<file path="config.mk">
export PLATFORM = sky130hd
export DESIGN_NAME = full_adder_struct_four
export DESIGN_NICKNAME = d
export VERILOG_FILES = /design/src/rtl/full_adder_struct_four_pkg.sv /design/src/rtl/full_adder_bit.sv /design/src/rtl/full_adder_struct_four.sv
export SDC_FILE = /design/constraint.sdc
export NUM_CORES = 1
export LEC_CHECK = 0
export CAP_MARGIN = 10
export CORE_AREA = 5 5 42 44
export DETAILED_ROUTE_END_ITERATION = 16
export DIE_AREA = 0 0 47 49
export PLACE_DENSITY_LB_ADDON = 0.3
export SETUP_SLACK_MARGIN = 0.3
export SLEW_MARGIN = 10
export SYNTH_ARGS = -nofsm -noshare
export SYNTH_HDL_FRONTEND = slang
export SYNTH_SLANG_ARGS = --single-unit
</file>
<file path="constraint.sdc">
create_clock -name clk -period 0.8 [get_ports clk]
set_clock_uncertainty 0.05 [all_clocks]
set_input_delay 0.16 -clock clk [delete_from_list [all_inputs] [get_ports clk]]
set_output_delay 0.16 -clock clk [all_outputs]
set_load 0.05 [all_outputs]
</file>
<file path="src/rtl/full_adder_struct_four_pkg.sv">
// Shared constants for the structural 4-bit ripple-carry adder.
// ADDER_WIDTH is the operand width that the design is built and checked at.
package full_adder_struct_four_pkg;

    localparam int ADDER_WIDTH = 4;

endpackage : full_adder_struct_four_pkg

</file>
<file path="src/rtl/full_adder_bit.sv">
// One-bit full adder made only from gate primitives.
// It uses two XOR gates, two AND gates and one OR gate.
module full_adder_bit (
    input  logic a,
    input  logic b,
    input  logic cin,
    output logic s,
    output logic cout
);

    logic prop;
    logic gen;
    logic prop_carry;

    xor x_prop (prop, a, b);
    xor x_sum  (s, prop, cin);
    and a_gen  (gen, a, b);
    and a_prop (prop_carry, prop, cin);
    or  o_cout (cout, gen, prop_carry);

endmodule : full_adder_bit

</file>
<file path="src/rtl/full_adder_struct_four.sv">
// Ripple-carry adder built from full_adder_bit cells, with a registered result.
// The sum and the carry-out are captured on every rising clock edge.
module full_adder_struct_four
    import full_adder_struct_four_pkg::*;
#(
    parameter int WIDTH = ADDER_WIDTH
) (
    input  logic             clk,
    input  logic             rst_n,
    input  logic [WIDTH-1:0] A,
    input  logic [WIDTH-1:0] B,
    input  logic             Cin,
    output logic [WIDTH-1:0] Sum,
    output logic             Cout
);

    logic [WIDTH:0]   carry;
    logic [WIDTH-1:0] sum_d;
    logic             cout_d;
    logic [WIDTH-1:0] sum_q;
    logic             cout_q;

    assign carry[0] = Cin;
    assign cout_d   = carry[WIDTH];

    generate
        for (genvar gi = 0; gi < WIDTH; gi++) begin : g_bit
            full_adder_bit u_bit (
                .a    (A[gi]),
                .b    (B[gi]),
                .cin  (carry[gi]),
                .s    (sum_d[gi]),
                .cout (carry[gi+1])
            );
        end
    endgenerate

    // Reset clears the outputs at once; it does not wait for a clock edge.
    always_ff @(posedge clk or negedge rst_n) begin
        if (!rst_n) begin
            sum_q  <= '0;
            cout_q <= 1'b0;
        end else begin
            sum_q  <= sum_d;
            cout_q <= cout_d;
        end
    end

    assign Sum  = sum_q;
    assign Cout = cout_q;

endmodule : full_adder_struct_four

</file>
[Word-level counts from Yosys, hierarchy flattened]
Index checks and enable logic that the tools add are counted.
Storage, ports and cells
  flip-flop bits (word level): 5
  input bits: 11
  output and inout port bits: 5
  word-level logic and storage cells: 22
Cells by class
  bitwise operators: 20
Operators by type and width (number)
  bitwise AND 1 bit: 8
  XOR 1 bit: 8
  OR 1 bit: 4

[Depth between registers and ports, before layout]
  depth after elaboration: 9
  mapped depth: 8
  gate-level depth less buffers: 8

[By module]
Synthesis repeated with hierarchy kept, for this count alone.
Unflattened totals
  cells, all modules: 9
  area, all modules: 205.2 µm²
By module, submodules not included
  full_adder_struct_four: instances 1, cells an instance 5, area each 125.1 µm², seq. area each 125.1 µm²
  full_adder_bit: instances 4, cells an instance 1, area each 20.0 µm², seq. area each 0.0 µm²

[Worst setup path after synthesis]
Ideal clock, no wire load.
  kind: input-to-reg
  start: input A[0]
  end: register sum_q[3] (netlist: Sum[3])
  setup time: 64 ps
  arrival: 1653 ps
  required time: 686 ps
  setup slack: -967 ps
  cell stages on the path: 8
  path buffers: 0
  cell sequence: inv_1 > fa_1 > inv_1 > fa_1 > fa_1 > inv_1 > fa_1 > inv_1
On the way
  longest elaborated chain between the ends: 8
  elaborated cells on any way between the ends: 9
  those cells by class: 9 x bitwise
Ends and longest elaborated chain
  from (decl): RTL line full_adder_struct_four.sv:10  | input logic [WIDTH-1:0] A,
  XOR 1 bit: RTL line full_adder_bit.sv:15  | xor x_prop (prop, a, b);
  bitwise AND 1 bit: RTL line full_adder_bit.sv:18  | and a_prop (prop_carry, prop, cin);
  OR 1 bit (*): RTL line full_adder_bit.sv:19  | or o_cout (cout, gen, prop_carry);
  bitwise AND 1 bit (*): RTL line full_adder_bit.sv:18
  OR 1 bit (*): RTL line full_adder_bit.sv:19
  bitwise AND 1 bit (*): RTL line full_adder_bit.sv:18
  OR 1 bit (*): RTL line full_adder_bit.sv:19
  XOR 1 bit (*): RTL line full_adder_bit.sv:16  | xor x_sum (s, prop, cin);
  net g_bit[3].u_bit.s: RTL line full_adder_bit.sv:7  | output logic s,
  to (signal assigned): RTL line full_adder_struct_four.sv:44  | sum_q <= sum_d;
  to (decl): RTL line full_adder_struct_four.sv:20  | logic [WIDTH-1:0] sum_q;
Mark *: on every way through the listed nets, which the timed path passes. The rest lies on a longest branch.

[Final worst setup path]
  start: input Cin
  end: register sum_q[3] (netlist: Sum[3])
On the way
  longest elaborated chain between the ends: 7
Ends and longest elaborated chain
  from (decl): RTL line full_adder_struct_four.sv:12  | input logic Cin,
  bitwise AND 1 bit: RTL line full_adder_bit.sv:18
  OR 1 bit: RTL line full_adder_bit.sv:19
  bitwise AND 1 bit: RTL line full_adder_bit.sv:18
  OR 1 bit: RTL line full_adder_bit.sv:19
  bitwise AND 1 bit: RTL line full_adder_bit.sv:18
  OR 1 bit: RTL line full_adder_bit.sv:19
  XOR 1 bit: RTL line full_adder_bit.sv:16
  net g_bit[3].u_bit.s: RTL line full_adder_bit.sv:7
The timed path passes the listed nets, and every way through them passes these cells.

==> metrics.md <==
| Metric | Value |
|---|---|
| Status | `complete, but fails checks` |
| Failing checks | `negative setup slack` |
| Via/cell ratio | `3.41` |
| Drt initial violations | `0` |
| Sequential-to-total area share from yosys stat | `between 50% and 60%` |
| Critical path type | `in2reg` |
| Fraction of layout cells with a size suffix above 1 | `68.4%` |
| Gate Count Post-Synth | `19` |
| Crit-path most repeated cell | `fa_2` |
| Total CTS buffers | `3` |
| Net Switching | `343 uW` |
| Mapped cell area | `243 sq um` |
| Post-Layout Cell Count | `54` |
| Total Routed Length | `between 400 and 500 um` |
| Combinational Power Share | `43.0%` |
| CTS tree | `built` |
| Total gr overflow | `0` |
| H-tree depth | `1` |
| Fin nets | `54` |
| Ant diodes | `0` |
| CP required | `920 ps` |
| Post-synth top area cell | `dfrtp_1` |
| Leakage | `~0.24 nW` |
| Final core utilization | `37.9%` |
| Synth top area cells | `dfrtp_1 (52%), fa_1 (33%), inv_1 (15%)` |
| Reg power frac | `31.5%` |
| Via Count | `184` |
| CTS max path bufs | `2` |
| # fillers | `around 150` |
| Levels on crit path | `9` |
| Placed cell area | `495 sq um` |
| First-pass GRT wire length | `738 um` |
| # Post-CTS Setup Buffers | `0` |
| Initial Util | `between 15 and 20%` |
| Worst slew margin | `between 80% and 90%` |
| Drt wl/cell | `8.07 um` |
| Initial antenna violation count | `0` |
| GRT Total Usage | `4.62%` |
| Post-synth EDFFs | `0` |
| Top-count cell post-synth | `inv_1` |
| Yosys reg bits | `5` |
| WHS | `90.2 ps` |
| Count of cell types in the netlist | `3` |
| Placed Cells incl. Taps | `50` |
| Switching part of the total power | `32.1%` |
| Power Density | `2020 nW/um^2` |
| CP Data Arrival Time | `1720 ps` |
| Num ports | `16` |
| Clock Power Share | `25.5%` |
| Crit share post-route | `199%` |
| CP max stage delay | `420 ps` |
| Final Max Tran Viols | `0` |
| VDD IR-drop max | `0.676 mV` |
| Buffers on Ports | `15` |
| Hold WC Path Type | `in2async` |
| Yosys warning count | `0` |
| P&R area growth vs syn | `119%` |
| Final Power | `1.07 mW` |
| Post-synth top cells | `inv_1 (10), dfrtp_1 (5), fa_1 (4)` |
| Mapped Nets | `34` |
| Die W | `47 um` |
| Worst path buffer plus inverter count | `5` |
| Cell breakdown of the critical path | `buf_6, inv_2, fa_2, inv_2, fa_2, fa_2, inv_2, fa_2, inv_1` |
| HPWL Detailed | `roughly 440 um` |
| Routed Antenna Nets | `0` |
| Mean Syn Cell Area | `about 13 sq um` |
| Worst Tran Pin Value | `just over 200 ps` |
| FF/Latch Area | `130 sq um` |
| Clock root buffer | `clkbuf_4` |
| Endpoints failing hold | `0` |
| Int Pwr | `just over 700 uW` |
| Top delay family on crit path | `adder cells` |
| Pin count of the biggest net entering global routing | `6` |
| Core area | `1400 sq um` |
| Crit Path Max Fanout | `1` |
| Top_reg_cell synth | `dfrtp_1` |
| Post-route setup slack | `-796 ps` |
| Final count of negative-setup-slack endpoints | `9` |
| Vias in the first global route | `211` |
| Global placement routability congestion | `0.614` |
| Final non-filler cell area | `531 sq um` |
| Clk sinks | `5` |
| Startpoint class of the critical path | `primary input` |
| Footprint of the multi-input gates | `90.1 sq um` |
| Die Area | `2300 sq um` |
| Crit path time final | `1600 ps` |
| Maxcap violations | `0` |
| RSZ-0062 raised after global routing | `true` |
| CP max-delay cell | `fa_2` |
| Clock transition at path regs | `40 ps` |
| Synth top area share | `around half` |
| Fmax | `627 MHz` |
| Die Height | `49 um` |
| First drt pass iteration count | `1` |
| Synth async-reset ratio | `100%` |
| Cell Rows | `14` |
| CP endpoint kind | `flip-flop` |
| DRC | `0` |
-- cell families after synthesis --
family	after synthesis	share of synthesized area, %
buffers and inverters	10	15.5
flip-flops	5	51.5
adder cells (fa/ha/maj)	4	33.0
-- worst max path at each step --
| stage | startpoint | to |
|---|---|---|
| after floorplan | A[0] | Sum[3] |
| after global placement | A[0] | Sum[3] |
| after detailed placement | A[0] | Sum[3] |
| after CTS | A[0] | Sum[3] |
| after global routing | Cin | Sum[3] |
| final | Cin | Sum[3] |
-- through the flow --
stage	worst slack, ps	TNS [ps]
after floorplan	-893	-2630
after global placement	-1560	-5980
after detailed placement	-1570	-6030
after CTS	-878	-3350
after global routing	-828	-3300
final	-796	-3050
-- routing by layer --
| layer | track usage, % | up-vias | part of all wire, % |
|---|---|---|---|
| li1 | - | 84 | - |
| met1 | 3.40 | 88 | 23 |
| met2 | 7.92 | 12 | 58 |
| met3 | 2.21 | 0 | 19 |
| met4 | 4.15 | 0 | 0 |
| met5 | 0 | - | 0 |
-- placed cells by master (no fill, tap or decap), types with 2 or more instances in the layout --
master	n
inv_1	3
fa_2	4
buf_12	5
clkdlybuf4s50_1	5
inv_2	5
dlygate4sd2_1	2
buf_8	2
clkbuf_4	3
dfrtp_2	4
-- layout make-up --
| type | instances | share of cell area (%) |
|---|---|---|
| flip-flops and latches | 5 | 24.5 |
| repair buffers | 15 | 39.4 |
| clock buffers | 4 | 4.95 |
| multi-input cells | 4 | 17.0 |
| well taps | 16 | 3.77 |
| inverters | 10 | 10.4 |
-- sequential cells by signal, summed over array words and instances, names as in the netlist --
register  flops
Sum           4
Cout          1
-- power groups by stage --
stage               combinational (mW)  sequential, mW  clock (mW)
finish                           0.460           0.337       0.272
floorplan                       0.0558           0.467           0
CTS                              0.470           0.339       0.285
detailed placement               0.463           0.342           0
global placement                 0.457           0.337           0
global route                     0.487           0.341       0.317
-- repair_timing --
item | CTS | global route
gates resized for setup | 22 | 2
setup endpoints to repair | 10 | 10
pin swaps | 4 | 4
hold buffers | 0 | 0
No activity file was read; power rests on OpenSTA's default activity.
